$ cat src/rtl/fanout_fork_if.sv
// fanout_fork_if: producer/consumer stream bundle around the fanout fork.
//
// Handshake rules, used on both sides:
//   A token moves on a channel in a cycle where valid and ready are both high
//   at the rising clock edge. A source holds valid and data stable until that
//   happens. A sink may drive ready regardless of valid.
//   On the fanout side each destination i forms its own channel
//   (out_valid[i], out_ready[i]), and all destinations share out_data.
//
// Signals:
//   in_valid / in_data / in_ready     producer -> fork channel
//   out_valid / out_data / out_ready  fork -> destination channels
// Modports:
//   master : the environment side (drives producer data and destination ready)
//   slave  : the fork controller side
interface fanout_fork_if #(
  parameter int NUM_OUT    = 9,
  parameter int DATA_WIDTH = 17
);
  logic                  in_valid;
  logic [DATA_WIDTH-1:0] in_data;
  logic                  in_ready;
  logic [NUM_OUT-1:0]    out_valid;
  logic [DATA_WIDTH-1:0] out_data;
  logic [NUM_OUT-1:0]    out_ready;

  modport master (
    output in_valid, in_data, out_ready,
    input  in_ready, out_valid, out_data
  );

  modport slave (
    input  in_valid, in_data, out_ready,
    output in_ready, out_valid, out_data
  );
endinterface

$ cat src/rtl/fanout_fork_ctrl.sv
// fanout_fork_ctrl: buffered eager fork for a one-to-many ready/valid fanout.
//
// Captures one producer token, presents it to every routed destination and
// tracks which destinations still owe a handshake. The producer is released
// in the cycle the last pending destination accepts, so a new token can be
// captured back-to-back with the completion of the previous one.
//
// Ports:
//   clk, rst_n    tile clock, asynchronous active-low reset
//   flush         synchronous clear of the buffered token (counters kept)
//   cfg_route     per-destination route enable, latched on accept
//   io            fanout_fork_if slave modport (producer + destination channels)
//   busy          a token is held with at least one pending destination;
//                 also serves as the externally visible controller state
//   tok_count     accepted tokens, saturating
//   stall_count   cycles busy without completing, saturating
module fanout_fork_ctrl #(
  parameter int NUM_OUT    = 9,
  parameter int DATA_WIDTH = 17,
  parameter int CNT_WIDTH  = 16
) (
  input  logic                 clk,
  input  logic                 rst_n,
  input  logic                 flush,
  input  logic [NUM_OUT-1:0]   cfg_route,
  fanout_fork_if.slave         io,
  output logic                 busy,
  output logic [CNT_WIDTH-1:0] tok_count,
  output logic [CNT_WIDTH-1:0] stall_count
);

  localparam logic [CNT_WIDTH-1:0] CNT_ONE = {{(CNT_WIDTH-1){1'b0}}, 1'b1};

  logic [DATA_WIDTH-1:0] data_q;
  logic [NUM_OUT-1:0]    pending_q;
  logic [CNT_WIDTH-1:0]  tok_cnt_q;
  logic [CNT_WIDTH-1:0]  stall_cnt_q;

  logic [NUM_OUT-1:0]    take;
  logic                  last;
  logic                  accept;
  logic                  in_ready_int;

  // Ready from a destination that is not pending is masked off here, so it
  // can never complete a token it was not routed to.
  assign take         = pending_q & io.out_ready;
  assign busy         = |pending_q;
  assign last         = busy & ((pending_q & ~take) == '0);
  // Depends on out_ready only; no path from in_valid back to in_ready.
  assign in_ready_int = ~busy | last;
  assign accept       = io.in_valid & in_ready_int;

  assign io.in_ready  = in_ready_int;
  assign io.out_valid = pending_q;
  assign io.out_data  = data_q;
  assign tok_count    = tok_cnt_q;
  assign stall_count  = stall_cnt_q;

  always_ff @(posedge clk or negedge rst_n) begin
    if (!rst_n) begin
      data_q      <= '0;
      pending_q   <= '0;
      tok_cnt_q   <= '0;
      stall_cnt_q <= '0;
    end else begin
      // Flush beats a concurrent accept: the offered token is dropped and
      // data_q keeps the previous value.
      if (flush) begin
        pending_q <= '0;
      end else if (accept) begin
        data_q    <= io.in_data;
        // An all-zero route consumes the token with nothing left pending.
        pending_q <= cfg_route;
      end else begin
        pending_q <= pending_q & ~io.out_ready;
      end

      if (accept && !flush && !(&tok_cnt_q)) begin
        tok_cnt_q <= tok_cnt_q + CNT_ONE;
      end

      if (busy && !last && !flush && !(&stall_cnt_q)) begin
        stall_cnt_q <= stall_cnt_q + CNT_ONE;
      end
    end
  end

endmodule

$ cat src/flat_wrapper.sv
// flat-port wrapper written by rule: the top's interface ports become plain ports
module fanout_fork_ctrl_flat 
#(
  parameter int NUM_OUT    = 9,
  parameter int DATA_WIDTH = 17,
  parameter int CNT_WIDTH  = 16
)
  (clk, rst_n, flush, cfg_route, busy, tok_count, stall_count, io_in_valid, io_in_data, io_out_ready, io_in_ready, io_out_valid, io_out_data);
  fanout_fork_if #(.NUM_OUT(NUM_OUT), .DATA_WIDTH(DATA_WIDTH)) io_i ();
  input  logic clk;
  input  logic rst_n;
  input  logic flush;
  input  logic [NUM_OUT-1:0] cfg_route;
  output logic busy;
  output logic [CNT_WIDTH-1:0] tok_count;
  output logic [CNT_WIDTH-1:0] stall_count;
  input wire logic [$bits(io_i.in_valid)-1:0] io_in_valid;
  input wire logic [$bits(io_i.in_data)-1:0] io_in_data;
  input wire logic [$bits(io_i.out_ready)-1:0] io_out_ready;
  output wire logic [$bits(io_i.in_ready)-1:0] io_in_ready;
  output wire logic [$bits(io_i.out_valid)-1:0] io_out_valid;
  output wire logic [$bits(io_i.out_data)-1:0] io_out_data;
  assign io_i.in_valid = io_in_valid;
  assign io_i.in_data = io_in_data;
  assign io_i.out_ready = io_out_ready;
  assign io_in_ready = io_i.in_ready;
  assign io_out_valid = io_i.out_valid;
  assign io_out_data = io_i.out_data;
  fanout_fork_ctrl #(.NUM_OUT(NUM_OUT), .DATA_WIDTH(DATA_WIDTH), .CNT_WIDTH(CNT_WIDTH)) u_core (.clk(clk), .rst_n(rst_n), .flush(flush), .cfg_route(cfg_route), .io(io_i), .busy(busy), .tok_count(tok_count), .stall_count(stall_count));
endmodule
$ cat config.mk
export PLATFORM = sky130hd
export DESIGN_NAME = fanout_fork_ctrl_flat
export DESIGN_NICKNAME = d
export VERILOG_FILES = /design/src/rtl/fanout_fork_if.sv /design/src/rtl/fanout_fork_ctrl.sv /design/src/flat_wrapper.sv
export SDC_FILE = /design/constraint.sdc
export NUM_CORES = 1
export LEC_CHECK = 0
export BUFFER_PORTS_ARGS = -buffer_cell sky130_fd_sc_hd__buf_2
export CAP_MARGIN = 10
export CELL_PAD_IN_SITES_DETAIL_PLACEMENT = 1
export CELL_PAD_IN_SITES_GLOBAL_PLACEMENT = 1
export CORE_MARGIN = 4
export CORE_UTILIZATION = 34
export DETAILED_ROUTE_END_ITERATION = 16
export GPL_TIMING_DRIVEN = 0
export PLACE_DENSITY = 0.77
export RECOVER_POWER = 25
export SKIP_CTS_REPAIR_TIMING = 1
export SLEW_MARGIN = 20
export SYNTH_ARGS = -nofsm -noshare
export SYNTH_HDL_FRONTEND = slang
export SYNTH_SLANG_ARGS = --single-unit
$ cat constraint.sdc
create_clock -name clk -period 2.05 [get_ports clk]
set_input_delay 0.41 -clock clk [delete_from_list [all_inputs] [get_ports clk]]
set_output_delay 0.41 -clock clk [all_outputs]
set_load 0.03 [all_outputs]
# Word level (Yosys, flattened, before mapping)
# Cells that the tools add are included.
[totals]
mem_bits_rw = 0
latchBits = 0
input_bits = 39
ff_bits = 58
n_memories = 0
rom_bits = 0
[classes]
div = 0
bitwise = 10
shifts = 0
n_addsub = 2
n_reduce_logical = 14
n_mux = 2
eq_ne = 0
n_lt_le_gt_ge = 0
mul = 0
[op_table]
columns = ["operator", "n"]
rows = [
  ["16-bit by 1-bit adder with 16-bit output, second input constant", 2],
  ["16-bit AND reduction", 2],
  ["9-bit AND", 3],
  ["9-bit 2-to-1 mux", 2],
  ["9-bit inverter", 2],
  ["9-bit logical NOT", 1],
  ["9-bit OR reduction", 1],
  ["1-bit logical AND", 5],
  ["1-bit logical NOT", 4],
  ["1-bit AND", 2],
  ["1-bit inverter", 2],
  ["2-bit AND reduction", 1],
  ["1-bit OR", 1],
]

# Depth between registers and ports, before layout
[depth]
depth_word = 9
depth_mapped = 7

# Least setup slack after synthesis
# Ideal clock, no wire load.
[synth_timing]
kind = "reg2out"
from = "register u_core.pending_q[5], in the netlist u_core.io.out_valid[5]"
to = "output io_in_ready"
required_time_ps = 1640
slack_ps = -271
path_stages_with_launch = 5
n_path_buf = 1
t_arrival_ps = 1911
path_cell_list = "dfrtp_1 > nor2b_4 > or4_4 > nor3_2 > buf_2"
[synth_between]
elab_chain_len = 6
elab_cells_between_ends = 8
cone_classes = "bitwise: 6; reduce/logical: 2"
[synth_rtl]
columns = ["item", "line", "source"]
rows = [
  ["from (decl)", "fanout_fork_ctrl.sv:35", "logic [NUM_OUT-1:0] pending_q;"],
  ["from (signal assigned)", "fanout_fork_ctrl.sv:73", "pending_q <= cfg_route;"],
  ["from (signal assigned)", "fanout_fork_ctrl.sv:75", "pending_q <= pending_q & ~io.out_ready;"],
  ["9-bit AND", "fanout_fork_ctrl.sv:46", "assign take = pending_q & io.out_ready;"],
  ["9-bit inverter", "fanout_fork_ctrl.sv:48", "assign last = busy & ((pending_q & ~take) == '0);"],
  ["9-bit AND", "fanout_fork_ctrl.sv:48", ""],
  ["9-bit logical NOT", "fanout_fork_ctrl.sv:48", ""],
  ["1-bit AND", "fanout_fork_ctrl.sv:48", ""],
  ["1-bit OR (*)", "fanout_fork_ctrl.sv:50", "assign in_ready_int = ~busy | last;"],
  ["to (decl)", "flat_wrapper.sv:20", "output wire logic [$bits(io_i.in_ready)-1:0] io_in_ready;"],
]
# Every way passes the cells marked *; elsewhere a longest branch is shown, timed or not.

# Worst setup path in the final report
[layout_timing]
from = "register u_core.pending_q[7], in the netlist u_core.io.out_valid[7]"
to = "output io_in_ready"
# The elaborated chain is that of the path after synthesis.

==> out/qor_table.md <==
| Item | Value |
|:---|:---|
| Run status | complete, but fails checks |
| Violated checks | setup timing |
| Maximum resistive drop on vdd | 0.000484 V |
| # fillers | 824 |
| Synthesized area divided by synthesized cell count | 11.6 sq um |
| Violation count after the first detailed-route iteration | 65 |
| Leakage power of the design | 1.96 nW |
| Most frequently used flop master after synthesis | sky130_fd_sc_hd__dfrtp_1 |
| Skew-Pair Late Insertion Delay | 0.33 ns |
| Final min period | 2.30 ns |
| Yosys reg bits | 58 |
| Slowest cell delay on critical path | 0.58 ns |
| Growth of design area from synthesis to finish | 49.3% |
| Post-synthesis sequential area ratio | 54.3% |
| Remaining Overflow, GRT | 0 |
| All-layer global routing usage | 15.1% |
| Number of buffers between clock root and the deepest sink | 2 |
| Final total power | 4.29 mW |
| Slowest-stage cell, CP | sky130_fd_sc_hd__or4_4 |
| Antenna-violating nets left | 0 |
| Required time of the critical path | 1.64 ns |
| Most frequent CP cell | sky130_fd_sc_hd__buf_6 |
| XOR/XNOR Fraction of Synth Area | 9.17% |
| Length of the first detailed-routing pass in iterations | 4 |
| Final Wtd Congestion | 0.785 |
| Number of flops mapped to enable cells by yosys | 0 |
| Via-to-Cell Ratio | 5.12 |
| Worst slew margin | 4.27% |
| Power Density | 1070 mW/mm^2 |
| Worst Setup End Kind | primary output |
| Top library cells by usage in the layout, fill and taps aside | sky130_fd_sc_hd__buf_2, sky130_fd_sc_hd__dfrtp_1, sky130_fd_sc_hd__mux2_4 |
| Initial antenna violation count | 0 |
| Half-perimeter wire length after detailed placement | 5100 um |
| Post-detailed-route wirelength per cell | 17.5 um |
| Count of max-cap constraint violations | 0 |
| Netlist cell types | 36 |
| Setup-violating endpoint count in the final report | 34 |
| Critical path, cell by cell | nor2b_4 > or4_4 > nor3_4 > buf_6 > buf_6 |
| Crit path launch type | flop |
| Cell Rows | 32 |
| Pin count of the biggest net entering global routing | 59 |
| Worst-path clk slew | 0.07 ns |
| Synthesis Warnings | 0 |
| Final wirelength | 8030 um |
| Synthesized net count | 272 |
| Dominant combinational cell family by area after synthesis | simple AND/OR/NAND/NOR gates |
| H-tree level count | 3 |
| Crit path max fanout | 4 |
| Via count | 2355 |
| Remaining routing DRC violations | 0 |
| RSZ-0062 raised after global routing | true |
| Final count of hold timing violations | 0 |
| CTS tree | done |
| Synthesized area | 0.00267 sq mm |
| Type of the tightest min-delay check | in -> reg |
| Simple-gate portion of the synthesized area | 22.1% |
| Pin slew with the least headroom to its limit | 1.44 ns |
| Number of sinks on the clock net | 58 |
| Area of the core region | 0.00769 sq mm |
| Starting density of the core | 34.8% |
| Final Max Slew Viols | 0 |
| Share of the synthesized area in compound gates (AO/OA/AOI/OAI) | 2.95% |
| Top-level port count | 99 |
| Clock skew after layout | 0.00881 ns |
| Horiz. Die Dim | 96.7 um |
| I/O Buffers | 96 |
| Setup WS post-layout | -0.247 ns |
| Adder and majority cell fraction of the synthesized area | 0.936% |
| Crit Path Class | reg -> out |
| Post-synthesis async set-or-reset flop share | 100% |
| DIE HEIGHT | 96.7 um |
| Share of synthesized area spent on multiplexers | 8.42% |
| Most common cell after layout, fill and taps aside | sky130_fd_sc_hd__buf_2 |
| Worst path arrival time | 1.89 ns |
| Max Freq | 435 MHz |
| Buffer type at the clock tree root | sky130_fd_sc_hd__clkbuf_8 |
| Layout cells sized above 1 | 49.7% |
| Final net count | 394 |
| Share of the clock period used by the worst path | 112% |
| Number of inserted diodes | 0 |
| DIE AREA | 0.00935 sq mm |
| Wire length of the first global-routing pass | 11900 um |
| Vias in the first global route | 2383 |
| TritonCTS Buffers | 9 |
| Post-synthesis instance total | 231 |
| Setup TNS | -4.98 ns |
[final timing paths]
path / from / end / slack, ns / depth (start not counted)
setup reg to reg: u_core.io.out_valid[7]$_DFF_PN0_ / u_core.io.out_data[0]$_DFFE_PN0P_ / -0.19 / 6
hold reg to reg: u_core.io.out_data[6]$_DFFE_PN0P_ / u_core.io.out_data[6]$_DFFE_PN0P_ / 0.51 / 1
min in group asynchronous: rst_n / u_core.io.out_data[0]$_DFFE_PN0P_ / 0.42 / 1
hold / removal: io_in_data[8] / u_core.io.out_data[8]$_DFFE_PN0P_ / 0.32 / 2
max in group asynchronous: rst_n / u_core.stall_count[3]$_DFFE_PN0P_ / 0.66 / 1
setup / recovery: u_core.io.out_valid[7]$_DFF_PN0_ / io_in_ready / -0.25 / 5
[flip-flops by register name, indices dropped and copies added (netlist names)]
register	cells
u_core.io.out_data	17
u_core.stall_count	16
u_core.tok_count	16
u_core.io.out_valid	9
[synth_stat cells (4+ instances only)]
cell type | number | share of area [%]
sky130_fd_sc_hd__dfrtp_1 | 58 | 54
sky130_fd_sc_hd__xnor2_1 | 21 | 6.9
sky130_fd_sc_hd__nand3_1 | 19 | 3.6
sky130_fd_sc_hd__mux2_2 | 16 | 6.7
sky130_fd_sc_hd__nor2_1 | 14 | 2.0
sky130_fd_sc_hd__nand4_1 | 13 | 3.0
sky130_fd_sc_hd__nand2_1 | 12 | 1.7
sky130_fd_sc_hd__nor4_1 | 7 | 1.6
sky130_fd_sc_hd__xor2_1 | 7 | 2.3
sky130_fd_sc_hd__and3_1 | 6 | 1.4
sky130_fd_sc_hd__a21oi_1 | 5 | 0.94
sky130_fd_sc_hd__a31oi_1 | 5 | 1.2
sky130_fd_sc_hd__nor3_1 | 5 | 0.94
sky130_fd_sc_hd__clkbuf_1 | 4 | 0.56
sky130_fd_sc_hd__mux2_1 | 4 | 1.7
sky130_fd_sc_hd__nand2b_1 | 4 | 0.94
sky130_fd_sc_hd__nor2b_1 | 4 | 0.94
[cells by family (layout without fill, tap and decap cells)]
group           after synthesis  after routing
simple gates                101            101
flops                        58             58
xor+xnor                     28             28
mux                          20             20
compound gates               13             13
buf+inv                       9            136
fa+ha+maj                     2              2
[routing by layer]
metal  global-route usage [%]  up-vias  wire length [um]
li1                         -     1081                 -
met2                     25.2       76              4170
met5                        0        -                 0
met1                     19.2     1188              3370
met4                     3.78        0                80
met3                     4.33       10               410
[stage by stage]
stage | worst slack [ns] | hold WS, ns | instances | util, % | area [sq um]
floorplan | -0.0810 | 0.114 | 231 | - | 2710
global placement | -0.277 | 0.466 | 429 | 43.1 | 3320
detailed placement | -0.270 | 0.482 | 429 | 43.2 | 3320
CTS | -0.618 | 0.168 | 445 | 46.2 | 3550
global route | -0.312 | 0.303 | 460 | 51.9 | 3990
finish | -0.247 | 0.319 | 460 | 51.9 | 3990
[critical path, delay by kind of cell (launching register included)]
kind	cells	cell delay [ns]
DFF	1	0.41
buffers and inverters	2	0.26
and+or+nand+nor	3	0.89
[final cells by class]
type	instances	area, sq um	area share (%)
Inverter	1	3.75	0.0940
Clock inverter	6	105	2.63
Buffer	8	86.3	2.16
Multi-Input combinational cell	164	1410	35.3
Timing Repair Buffer	111	676	16.9
Clock buffer	10	128	3.20
Tap cell	102	128	3.20
Sequential cell	58	1460	36.5
[where the power goes]
part | switching, mW | total (mW) | internal [mW] | leakage, nW
Combinational | 0.861 | 1.46 | 0.596 | 1.09
Sequential | 0.207 | 1.57 | 1.36 | 0.747
Clock | 0.458 | 1.26 | 0.802 | 0.120
Note: power is estimated with default switching activity, not from simulation.
